===== config.mk =====
export PLATFORM = sky130hd
export DESIGN_NAME = z_octal_ram_init_seq_flat
export DESIGN_NICKNAME = d
export VERILOG_FILES = /design/src/rtl/z_octal_ram_init_seq_if.sv /design/src/rtl/z_octal_ram_init_seq.sv /design/src/flat_wrapper.sv
export SDC_FILE = /design/constraint.sdc
export NUM_CORES = 1
export LEC_CHECK = 0
export BUFFER_PORTS_ARGS = -buffer_cell sky130_fd_sc_hd__buf_2
export CAP_MARGIN = 20
export CORE_MARGIN = 3
export CORE_UTILIZATION = 56
export DETAILED_ROUTE_END_ITERATION = 10
export PLACE_DENSITY_LB_ADDON = 0.1
export SLEW_MARGIN = 20
export SYNTH_ARGS = -nofsm -noshare
export SYNTH_HDL_FRONTEND = slang
export SYNTH_SLANG_ARGS = --single-unit

===== constraint.sdc =====
create_clock -name iClk -period 5.07 [get_ports iClk]
set_clock_uncertainty 0.15 [all_clocks]
set_input_delay 0.2535 -clock iClk [delete_from_list [all_inputs] [get_ports iClk]]
set_output_delay 0.2535 -clock iClk [all_outputs]
set_load 0.02 [all_outputs]

===== src/rtl/z_octal_ram_init_seq_if.sv =====
// z_octal_ram_init_seq_if: config-table, command-engine and status signals of the PSRAM init sequencer.
interface z_octal_ram_init_seq_if;
    logic       iStart;
    logic [7:0] oCfgNo;
    logic [7:0] iRegAddr;
    logic [7:0] iRegData;
    logic       oCmdValid;
    logic       iCmdReady;
    logic       oCmdRd;
    logic [7:0] oCmdAddr;
    logic [7:0] oCmdData;
    logic       iCmdDone;
    logic [7:0] iRdData;
    logic       oBusy;
    logic       oDone;
    logic       oErr;
    logic [1:0] oErrCode;
    logic [7:0] oErrIdx;

    modport master (
        input  iStart, iRegAddr, iRegData, iCmdReady, iCmdDone, iRdData,
        output oCfgNo, oCmdValid, oCmdRd, oCmdAddr, oCmdData, oBusy, oDone, oErr, oErrCode, oErrIdx
    );
    modport slave (
        output iStart, iRegAddr, iRegData, iCmdReady, iCmdDone, iRdData,
        input  oCfgNo, oCmdValid, oCmdRd, oCmdAddr, oCmdData, oBusy, oDone, oErr, oErrCode, oErrIdx
    );
endinterface


===== src/rtl/z_octal_ram_init_seq.sv =====
// z_octal_ram_init_seq: walks the mode-register table after power-up, issuing MRW then MRR commands and checking read-backs.
module z_octal_ram_init_seq #(
    parameter int         PWR_WAIT_CYC = 20000,
    parameter int         NUM_WR       = 4,
    parameter int         NUM_TOTAL    = 10,
    parameter int         TIMEOUT_CYC  = 1024,
    parameter logic [7:0] MR0_MASK     = 8'h3F,
    parameter logic [7:0] MR4_MASK     = 8'hE7,
    parameter logic [7:0] MR8_MASK     = 8'h0F
) (
    input  logic                   iClk,
    input  logic                   iRst_N,
    z_octal_ram_init_seq_if.master bus
);
    typedef enum logic [2:0] {PWR_WAIT, LOAD, REQ, WAIT_DONE, CHECK, DONE, FAIL} state_t;
    localparam int CW = $clog2((PWR_WAIT_CYC > TIMEOUT_CYC ? PWR_WAIT_CYC : TIMEOUT_CYC) + 1);

    state_t        state_q, state_d;
    logic [CW-1:0] cnt_q, cnt_d;
    logic [7:0]    cfg_q, cfg_d, addr_q, addr_d, data_q, data_d, rdat_q, rdat_d, eidx_q, eidx_d;
    logic [7:0]    wr0_q, wr0_d, wr1_q, wr1_d, wr3_q, wr3_d;
    logic [1:0]    ecode_q, ecode_d;
    logic          rd_q, rd_d, valid_q, valid_d, busy_q, busy_d, done_q, done_d, err_q, err_d;
    logic          mism;

    always_ff @(posedge iClk) begin
        if (!iRst_N) begin
            state_q <= PWR_WAIT;
            cnt_q   <= '0;
            cfg_q   <= 8'h00;
            addr_q  <= 8'h00;
            data_q  <= 8'h00;
            rdat_q  <= 8'h00;
            eidx_q  <= 8'h00;
            wr0_q   <= 8'h00;
            wr1_q   <= 8'h00;
            wr3_q   <= 8'h00;
            ecode_q <= 2'b00;
            rd_q    <= 1'b0;
            valid_q <= 1'b0;
            busy_q  <= 1'b0;
            done_q  <= 1'b0;
            err_q   <= 1'b0;
        end else begin
            state_q <= state_d;
            cnt_q   <= cnt_d;
            cfg_q   <= cfg_d;
            addr_q  <= addr_d;
            data_q  <= data_d;
            rdat_q  <= rdat_d;
            eidx_q  <= eidx_d;
            wr0_q   <= wr0_d;
            wr1_q   <= wr1_d;
            wr3_q   <= wr3_d;
            ecode_q <= ecode_d;
            rd_q    <= rd_d;
            valid_q <= valid_d;
            busy_q  <= busy_d;
            done_q  <= done_d;
            err_q   <= err_d;
        end
    end

    // Only MR0, MR4 and MR8 read-backs are compared, each against its own written copy.
    always_comb begin
        mism = cfg_q == 8'd4 ? ((rdat_q ^ wr0_q) & MR0_MASK) != 8'h00
             : cfg_q == 8'd8 ? ((rdat_q ^ wr1_q) & MR4_MASK) != 8'h00
             : cfg_q == 8'd9 ? ((rdat_q ^ wr3_q) & MR8_MASK) != 8'h00 : 1'b0;
    end

    always_comb begin
        state_d = state_q;
        cnt_d   = cnt_q;
        cfg_d   = cfg_q;
        addr_d  = addr_q;
        data_d  = data_q;
        rdat_d  = rdat_q;
        eidx_d  = eidx_q;
        wr0_d   = wr0_q;
        wr1_d   = wr1_q;
        wr3_d   = wr3_q;
        ecode_d = ecode_q;
        rd_d    = rd_q;
        case (state_q)
            PWR_WAIT: begin
                if (cnt_q == CW'(PWR_WAIT_CYC - 1)) begin
                    state_d = LOAD;
                    cnt_d   = '0;
                end else cnt_d = cnt_q + CW'(1);
            end
            LOAD: begin
                addr_d  = bus.iRegAddr;
                rd_d    = cfg_q >= 8'(NUM_WR);
                data_d  = rd_d ? 8'h00 : bus.iRegData;
                wr0_d   = (!rd_d && cfg_q == 8'd0) ? bus.iRegData : wr0_q;
                wr1_d   = (!rd_d && cfg_q == 8'd1) ? bus.iRegData : wr1_q;
                wr3_d   = (!rd_d && cfg_q == 8'd3) ? bus.iRegData : wr3_q;
                state_d = REQ;
            end
            REQ: begin
                if (bus.iCmdReady) begin
                    state_d = WAIT_DONE;
                    cnt_d   = '0;
                end
            end
            WAIT_DONE: begin
                if (bus.iCmdDone) begin
                    state_d = CHECK;
                    rdat_d  = rd_q ? bus.iRdData : rdat_q;
                end else if (cnt_q == CW'(TIMEOUT_CYC - 1)) begin
                    state_d = FAIL;
                    ecode_d = 2'b01;
                    eidx_d  = cfg_q;
                end else cnt_d = cnt_q + CW'(1);
            end
            CHECK: begin
                if (mism) begin
                    state_d = FAIL;
                    ecode_d = 2'b10;
                    eidx_d  = cfg_q;
                end else if (cfg_q == 8'(NUM_TOTAL - 1)) state_d = DONE;
                else begin
                    cfg_d   = cfg_q + 8'd1;
                    state_d = LOAD;
                end
            end
            default: begin
                if (bus.iStart) begin
                    state_d = LOAD;
                    cfg_d   = 8'h00;
                    ecode_d = 2'b00;
                    eidx_d  = 8'h00;
                end
            end
        endcase
    end

    always_comb begin
        valid_d = state_d == REQ;
        busy_d  = state_d != DONE && state_d != FAIL;
        done_d  = state_d == DONE;
        err_d   = state_d == FAIL;
    end

    assign bus.oCfgNo    = cfg_q;
    assign bus.oCmdValid = valid_q;
    assign bus.oCmdRd    = rd_q;
    assign bus.oCmdAddr  = addr_q;
    assign bus.oCmdData  = data_q;
    assign bus.oBusy     = busy_q;
    assign bus.oDone     = done_q;
    assign bus.oErr      = err_q;
    assign bus.oErrCode  = ecode_q;
    assign bus.oErrIdx   = eidx_q;
endmodule

===== src/flat_wrapper.sv =====
// flat-port wrapper written by rule: the top's interface ports become plain ports
module z_octal_ram_init_seq_flat 
#(
    parameter int         PWR_WAIT_CYC = 20000,
    parameter int         NUM_WR       = 4,
    parameter int         NUM_TOTAL    = 10,
    parameter int         TIMEOUT_CYC  = 1024,
    parameter logic [7:0] MR0_MASK     = 8'h3F,
    parameter logic [7:0] MR4_MASK     = 8'hE7,
    parameter logic [7:0] MR8_MASK     = 8'h0F
)
  (iClk, iRst_N, bus_iStart, bus_iRegAddr, bus_iRegData, bus_iCmdReady, bus_iCmdDone, bus_iRdData, bus_oCfgNo, bus_oCmdValid, bus_oCmdRd, bus_oCmdAddr, bus_oCmdData, bus_oBusy, bus_oDone, bus_oErr, bus_oErrCode, bus_oErrIdx);
  z_octal_ram_init_seq_if bus_i ();
  input  logic iClk;
  input  logic iRst_N;
  input wire logic [$bits(bus_i.iStart)-1:0] bus_iStart;
  input wire logic [$bits(bus_i.iRegAddr)-1:0] bus_iRegAddr;
  input wire logic [$bits(bus_i.iRegData)-1:0] bus_iRegData;
  input wire logic [$bits(bus_i.iCmdReady)-1:0] bus_iCmdReady;
  input wire logic [$bits(bus_i.iCmdDone)-1:0] bus_iCmdDone;
  input wire logic [$bits(bus_i.iRdData)-1:0] bus_iRdData;
  output wire logic [$bits(bus_i.oCfgNo)-1:0] bus_oCfgNo;
  output wire logic [$bits(bus_i.oCmdValid)-1:0] bus_oCmdValid;
  output wire logic [$bits(bus_i.oCmdRd)-1:0] bus_oCmdRd;
  output wire logic [$bits(bus_i.oCmdAddr)-1:0] bus_oCmdAddr;
  output wire logic [$bits(bus_i.oCmdData)-1:0] bus_oCmdData;
  output wire logic [$bits(bus_i.oBusy)-1:0] bus_oBusy;
  output wire logic [$bits(bus_i.oDone)-1:0] bus_oDone;
  output wire logic [$bits(bus_i.oErr)-1:0] bus_oErr;
  output wire logic [$bits(bus_i.oErrCode)-1:0] bus_oErrCode;
  output wire logic [$bits(bus_i.oErrIdx)-1:0] bus_oErrIdx;
  assign bus_i.iStart = bus_iStart;
  assign bus_i.iRegAddr = bus_iRegAddr;
  assign bus_i.iRegData = bus_iRegData;
  assign bus_i.iCmdReady = bus_iCmdReady;
  assign bus_i.iCmdDone = bus_iCmdDone;
  assign bus_i.iRdData = bus_iRdData;
  assign bus_oCfgNo = bus_i.oCfgNo;
  assign bus_oCmdValid = bus_i.oCmdValid;
  assign bus_oCmdRd = bus_i.oCmdRd;
  assign bus_oCmdAddr = bus_i.oCmdAddr;
  assign bus_oCmdData = bus_i.oCmdData;
  assign bus_oBusy = bus_i.oBusy;
  assign bus_oDone = bus_i.oDone;
  assign bus_oErr = bus_i.oErr;
  assign bus_oErrCode = bus_i.oErrCode;
  assign bus_oErrIdx = bus_i.oErrIdx;
  z_octal_ram_init_seq #(.PWR_WAIT_CYC(PWR_WAIT_CYC), .NUM_WR(NUM_WR), .NUM_TOTAL(NUM_TOTAL), .TIMEOUT_CYC(TIMEOUT_CYC), .MR0_MASK(MR0_MASK), .MR4_MASK(MR4_MASK), .MR8_MASK(MR8_MASK)) u_core (.iClk(iClk), .iRst_N(iRst_N), .bus(bus_i));
endmodule

; Yosys cells after proc, flatten, opt, wreduce, memory -nomap -nowiden
; Cells that the tools add are included.
[classes]
addsub = 2
reduce_logical = 22
eq_ne = 23
bitwise_logic = 5
mux = 30
n_lt_le_gt_ge = 1
[op_table]
columns = operator, n
row1 = 2-to-1 mux 15 bit, 4
row2 = 2-to-1 mux 8 bit, 7
row3 = one-hot mux 15 bit (3 select lines), 1
row4 = one-hot mux 8 bit (3 select lines), 1
row5 = nonzero test 8 bit, 3
row6 = 2-to-1 mux 3 bit, 7
row7 = == test 8 x 4 -> 1 bit (second input constant), 2
row8 = one-hot mux 8 bit (2 select lines), 1
row9 = adder 15 x 1 -> 15 bit (second input constant), 1
row10 = == test 15 x 10 -> 1 bit (second input constant), 1
row11 = == test 15 bit (second input constant), 1
row12 = one-hot mux 3 bit (5 select lines), 1
row13 = != test 2 bit (second input constant), 5
row14 = == test 3 x 2 -> 1 bit (second input constant), 3
row15 = == test 3 bit (second input constant), 3
row16 = adder 8 x 1 -> 8 bit (second input constant), 1
row17 = == test 8 x 1 -> 1 bit (second input constant), 1
row18 = == test 8 x 2 -> 1 bit (second input constant), 1
row19 = == test 8 x 3 -> 1 bit (second input constant), 1
row20 = >= comparator 8 x 3 -> 1 bit (second input constant), 1
row21 = logical NOT 8 bit, 1
row22 = 2-to-1 mux 2 bit, 4
row23 = AND reduction 4 bit, 2
row24 = bitwise XOR 8 bit, 1
row25 = other kinds (18), 29
[word_totals]
in_bits = 29
reg_bits = 83
wordCells = 99
output_inout_bits = 39

; Depth between registers and ports, before layout
[depth]
ltp_word = 9
ltp_mapped = 10
depth_no_buf = 8

; Least setup slack after synthesis
; Ideal clock, no wire load.
[synth_timing]
path_type = reg2reg
startpoint = register u_core.cfg_q[0] (netlist: u_core.bus.oCfgNo[0])
endpoint = register u_core.cfg_q[2] (netlist: u_core.bus.oCfgNo[2])
setup_time_ns = 0.123
slack_ns = 2.552
synth_period_minus_slack_ns = 2.518
t_arrival_ns = 2.245
path_stages_with_launch = 10
required_ns = 4.797
path_buffers = 1
path_cell_list = dfxtp_1 inv_1 ha_1 and3b_1 nand4_1 nor2_1 or4_4 buf_6 nand4_1 mux2_1
[synth_via]
elab_chain_cells = 6
elab_cells_between_ends = 13
cone_classes = 1 x add/sub / 5 x eq/ne / 6 x mux / 1 x reduce/logical
[synth_rtl]
columns = element, line
row1 = from (decl), z_octal_ram_init_seq.sv:20  ; logic [7:0] cfg_q, cfg_d, addr_q, addr_d, data_q, data_d, rdat_q, rdat_d, eidx_q, eidx_d;
row2 = from (signal assigned), z_octal_ram_init_seq.sv:47  ; cfg_q <= cfg_d;
row3 = branches (longest 6 deep; another with adder 8 x 1 -> 8 bit), n/a
; Parallel ways; which one is timed is not known. The select of a mux whose other input is x is not followed.
; A chain may end at the register's enable or synchronous reset.

; Worst setup path in the final report
[layout_timing]
startpoint = register u_core.cnt_q[0]
endpoint = register u_core.cnt_q[2]
[layout_via]
elab_chain_cells = 4
elab_cells_between_ends = 9
cone_classes = 1 x add/sub / 3 x eq/ne / 4 x mux / 1 x reduce/logical
[layout_rtl]
columns = element, line
row1 = from (decl), z_octal_ram_init_seq.sv:19  ; logic [CW-1:0] cnt_q, cnt_d;
row2 = from (signal assigned), z_octal_ram_init_seq.sv:46  ; cnt_q <= cnt_d;
row3 = adder 15 x 1 -> 15 bit, "z_octal_ram_init_seq.sv:89, z_octal_ram_init_seq.sv:114"
row4 = 2-to-1 mux 15 bit, z_octal_ram_init_seq.sv:110  ; end else if (cnt_q == CW'(TIMEOUT_CYC - 1)) begin
row5 = 2-to-1 mux 15 bit, z_octal_ram_init_seq.sv:107  ; if (bus.iCmdDone) begin
row6 = one-hot mux 15 bit (3 select lines), z_octal_ram_init_seq.sv:84  ; case (state_q)
; Parallel ways exist; a longest one is shown, timed or not. The select of a mux whose other input is x is not followed.

==> flow_summary.ini <==
[status]
status = finished clean

[flow_run]
drv_cap = 0

[clocking]
clock-root-buffer = clkbuf_8
cts-resized-gates = 0
clock-sinks = 81
path_clk_slew_ns = 0.09
cts_tree = done
h-tree-depth = 3
clockBufferDepth = 2
clkLatencyLatePin_ns = 0.36
cts_buffers = 9

[synth]
syn-num-nets = 469
yosysUniqueCellTypes = 59
synth_top_area_cell = dfxtp_1
synthTopCellsByArea = dfxtp_1 43%, xnor2_1 6.5%, nand2_1 6.3%
synth_edf_count = 0
synthCells = 436
synth.avg_cell_area_sq_um = 8.60
synth-seq-area-share_pct = 43.3
async_flop_share_pct = 0
synth_seq_cells = 81
ys.warnings.count = 0
synthFlopType = dfxtp_1
yosysTopAreaCellShare_pct = 43.3
synth_area_sq_um = 3750

[final_layout]
final_cells = 588
final_nets = 539
antenna-diode-count = 0
final_util_pct = 68.4
final_area_sq_um = 4390
drive_above_1_share_pct = 20.7
syn_to_final_growth_pct = 17.2

[timing]
fin_crit_sh_pct = 58.8
hold_viol = 0
fmax_mhz = 335
tightest_slew_ns = 0.984
holdWs_ns = 0.00304
slew_headroom_pct = 34.0
slew_viol_final = 0
period_minus_slack_ns = 2.98
finalSetupTns_ns = 0
setup_slack_ns = 2.09
setup_viol = 0
grt_setup_unrepaired = false

[critical_path]
max_stage_delay_ns = 0.80
crit_path_max_fanout = 14
cp_cell_sequence = ha_1 -> nor4bb_1 -> nand4_2 -> o211ai_1 -> o21ai_1 -> nor2_1
cp_num_buf_inv = 0
start_kind = register
r2r_slack_ns = 2.09
critPathKind = reg -> reg
cp_slowest_cell = o211ai_1
critPathArrivalTime_ns = 3.12
critical_path.top_delay_family = compound AO/OA/AOI/OAI gates
crit_path_end_kind = register
critPathRequiredTime_ns = 5.21

[grt]
grt_start_max_net_pins = 50
grtUsageTotal_pct = 23.1
grt_overflow = 0
grt_pass1_vias = 3019
grt_antenna_before_repair = 0
grt_pass1_wl_um = 14100

[floorplan]
row_count = 29
die_area_sq_um = 7710
start_util_pct = 58.4
fp.dieH_um = 87.8
core-area_sq_um = 6420
dieWidth_um = 87.8
ios = 68

[placed_design]
place.gp.congestion = 0.930
dpl_cell_area_sq_um = 4050
pre_cts_ws_ns = 1.83
placed_cells = 556
port-buffer-count = 67
hpwl_um = 5870

[drt]
viasPerCell = 5.55
antenna_left = 0
vias = 3261
drt-initial-drc-count = 216
routedWlPerCell_um = 14.4
drt_wl_total_um = 8440
drcViolationCount = 0
dr.pass1.iters = 4

[power]
cellLeakagePower_nw = 1.67
finalPower_mw = 1.11
p_per_area_nw_per_um2 = 253
ir_drop_uv = 209

[hold_path]
hp-class = in -> reg
-- Yosys cell counts, drive strengths merged (4+ instances only) --
library cell,instances
buf,11
and3,6
a21oi,28
o21ai,15
nor3,10
nand4,9
and2,4
xnor2,28
inv,11
xor2,6
mux2i,15
nor2,53
dfxtp,81
a22oi,8
ha,4
nand2,63
or4,4
nor4,10
nand3,21
clkbuf,14
-- cells in the final DEF (no fill, tap or decap), types with 3 or more instances in the layout --
master | synthesis | layout
xnor2_1 | 28 | 28
clkinvlp_4 | 0 | 3
dlygate4sd3_1 | 0 | 16
o21ai_1 | 2 | 3
dfxtp_1 | 81 | 81
nor3_1 | 10 | 10
mux2i_1 | 15 | 15
and3_1 | 6 | 6
a22oi_1 | 8 | 8
nand4_1 | 8 | 8
and2_1 | 4 | 4
inv_1 | 10 | 10
clkbuf_8 | 0 | 9
nand3_1 | 19 | 19
o21ai_2 | 8 | 8
xor2_1 | 6 | 6
buf_2 | 5 | 67
o21ai_0 | 5 | 4
a21oi_1 | 27 | 27
nand2_1 | 63 | 63
nor4_1 | 9 | 9
nor2_1 | 53 | 53
ha_1 | 4 | 4
-- power breakdown --
| part | switching [mW] | internal, mW |
|---|---|---|
| logic | 0.0242 | 0.0218 |
| registers | 0.00234 | 0.638 |
| clock network | 0.246 | 0.181 |
-- kinds of logic after synthesis --
family	synth area share, %
and+or+nand+nor	26.4
DFF	43.3
adders and majority gates	1.34
AOI/OAI and AO/OA	11.8
xor gates and xnor gates	7.94
buffers and inverters	4.87
muxes	4.31
-- tightest hold or removal path, stage by stage --
cell and delay (ns):
buf_2 0.08, mux2i_1 0.06, nor2_1 0.08
-- cell type report --
| cell class | count | area [sq um] |
|---|---|---|
| clock buffers | 9 | 124 |
| clock inverters | 7 | 53.8 |
| fillers | 552 | 2030 |
| inverters | 11 | 41.3 |
| multi-input cells | 319 | 1950 |
| flip-flops and latches | 81 | 1620 |
| well taps | 77 | 96.3 |
| repair buffers | 84 | 503 |
-- state kept, by name, summed over array words and instances, names as in the netlist --
signal / cells
u_core.wr0_q: 6
u_core.cnt_q: 15
u_core.wr3_q: 4
u_core.bus.oCmdData: 8
u_core.bus.oCmdValid: 1
u_core.rdat_q: 8
u_core.bus.oCmdRd: 1
u_core.wr1_q: 6
u_core.bus.oErrCode: 2
u_core.bus.oCfgNo: 8
u_core.bus.oErrIdx: 8
u_core.bus.oDone: 1
u_core.bus.oErr: 1
u_core.bus.oCmdAddr: 8
u_core.bus.oBusy: 1
u_core.state_q: 3
-- what timing repair did --
item,4_1_cts,5_1_grt
setup buffers,0,0
hold buffers,16,0
hold endpoints to repair,17,0
-- final timing paths --
check                                                          from                                   to  depth (start not counted)
worst min-delay path                                 bus_iRdData[5]        u_core.rdat_q[5]$_SDFFE_PN0P_                          3
worst max register to register         u_core.cnt_q[0]$_SDFFE_PN0P_         u_core.cnt_q[2]$_SDFFE_PN0P_                          6
worst min register to register  u_core.bus.oCmdAddr[7]$_SDFFE_PN0P_  u_core.bus.oCmdAddr[7]$_SDFFE_PN0P_                          2
worst max-delay path                   u_core.cnt_q[0]$_SDFFE_PN0P_         u_core.cnt_q[2]$_SDFFE_PN0P_                          6
-- metal layers --
metal  GRT usage [%]  routed length [um]  up-vias  share of wire (%)
li1                -                   -     1645                  -
met1            31.4                3930     1528                 47
met2            36.1                3990       76                 47
met3            5.36                 404       12                4.8
met4            8.09                 114        0                1.4
met5               0                   0        -                  0
No activity file was read; power rests on OpenSTA's default activity.
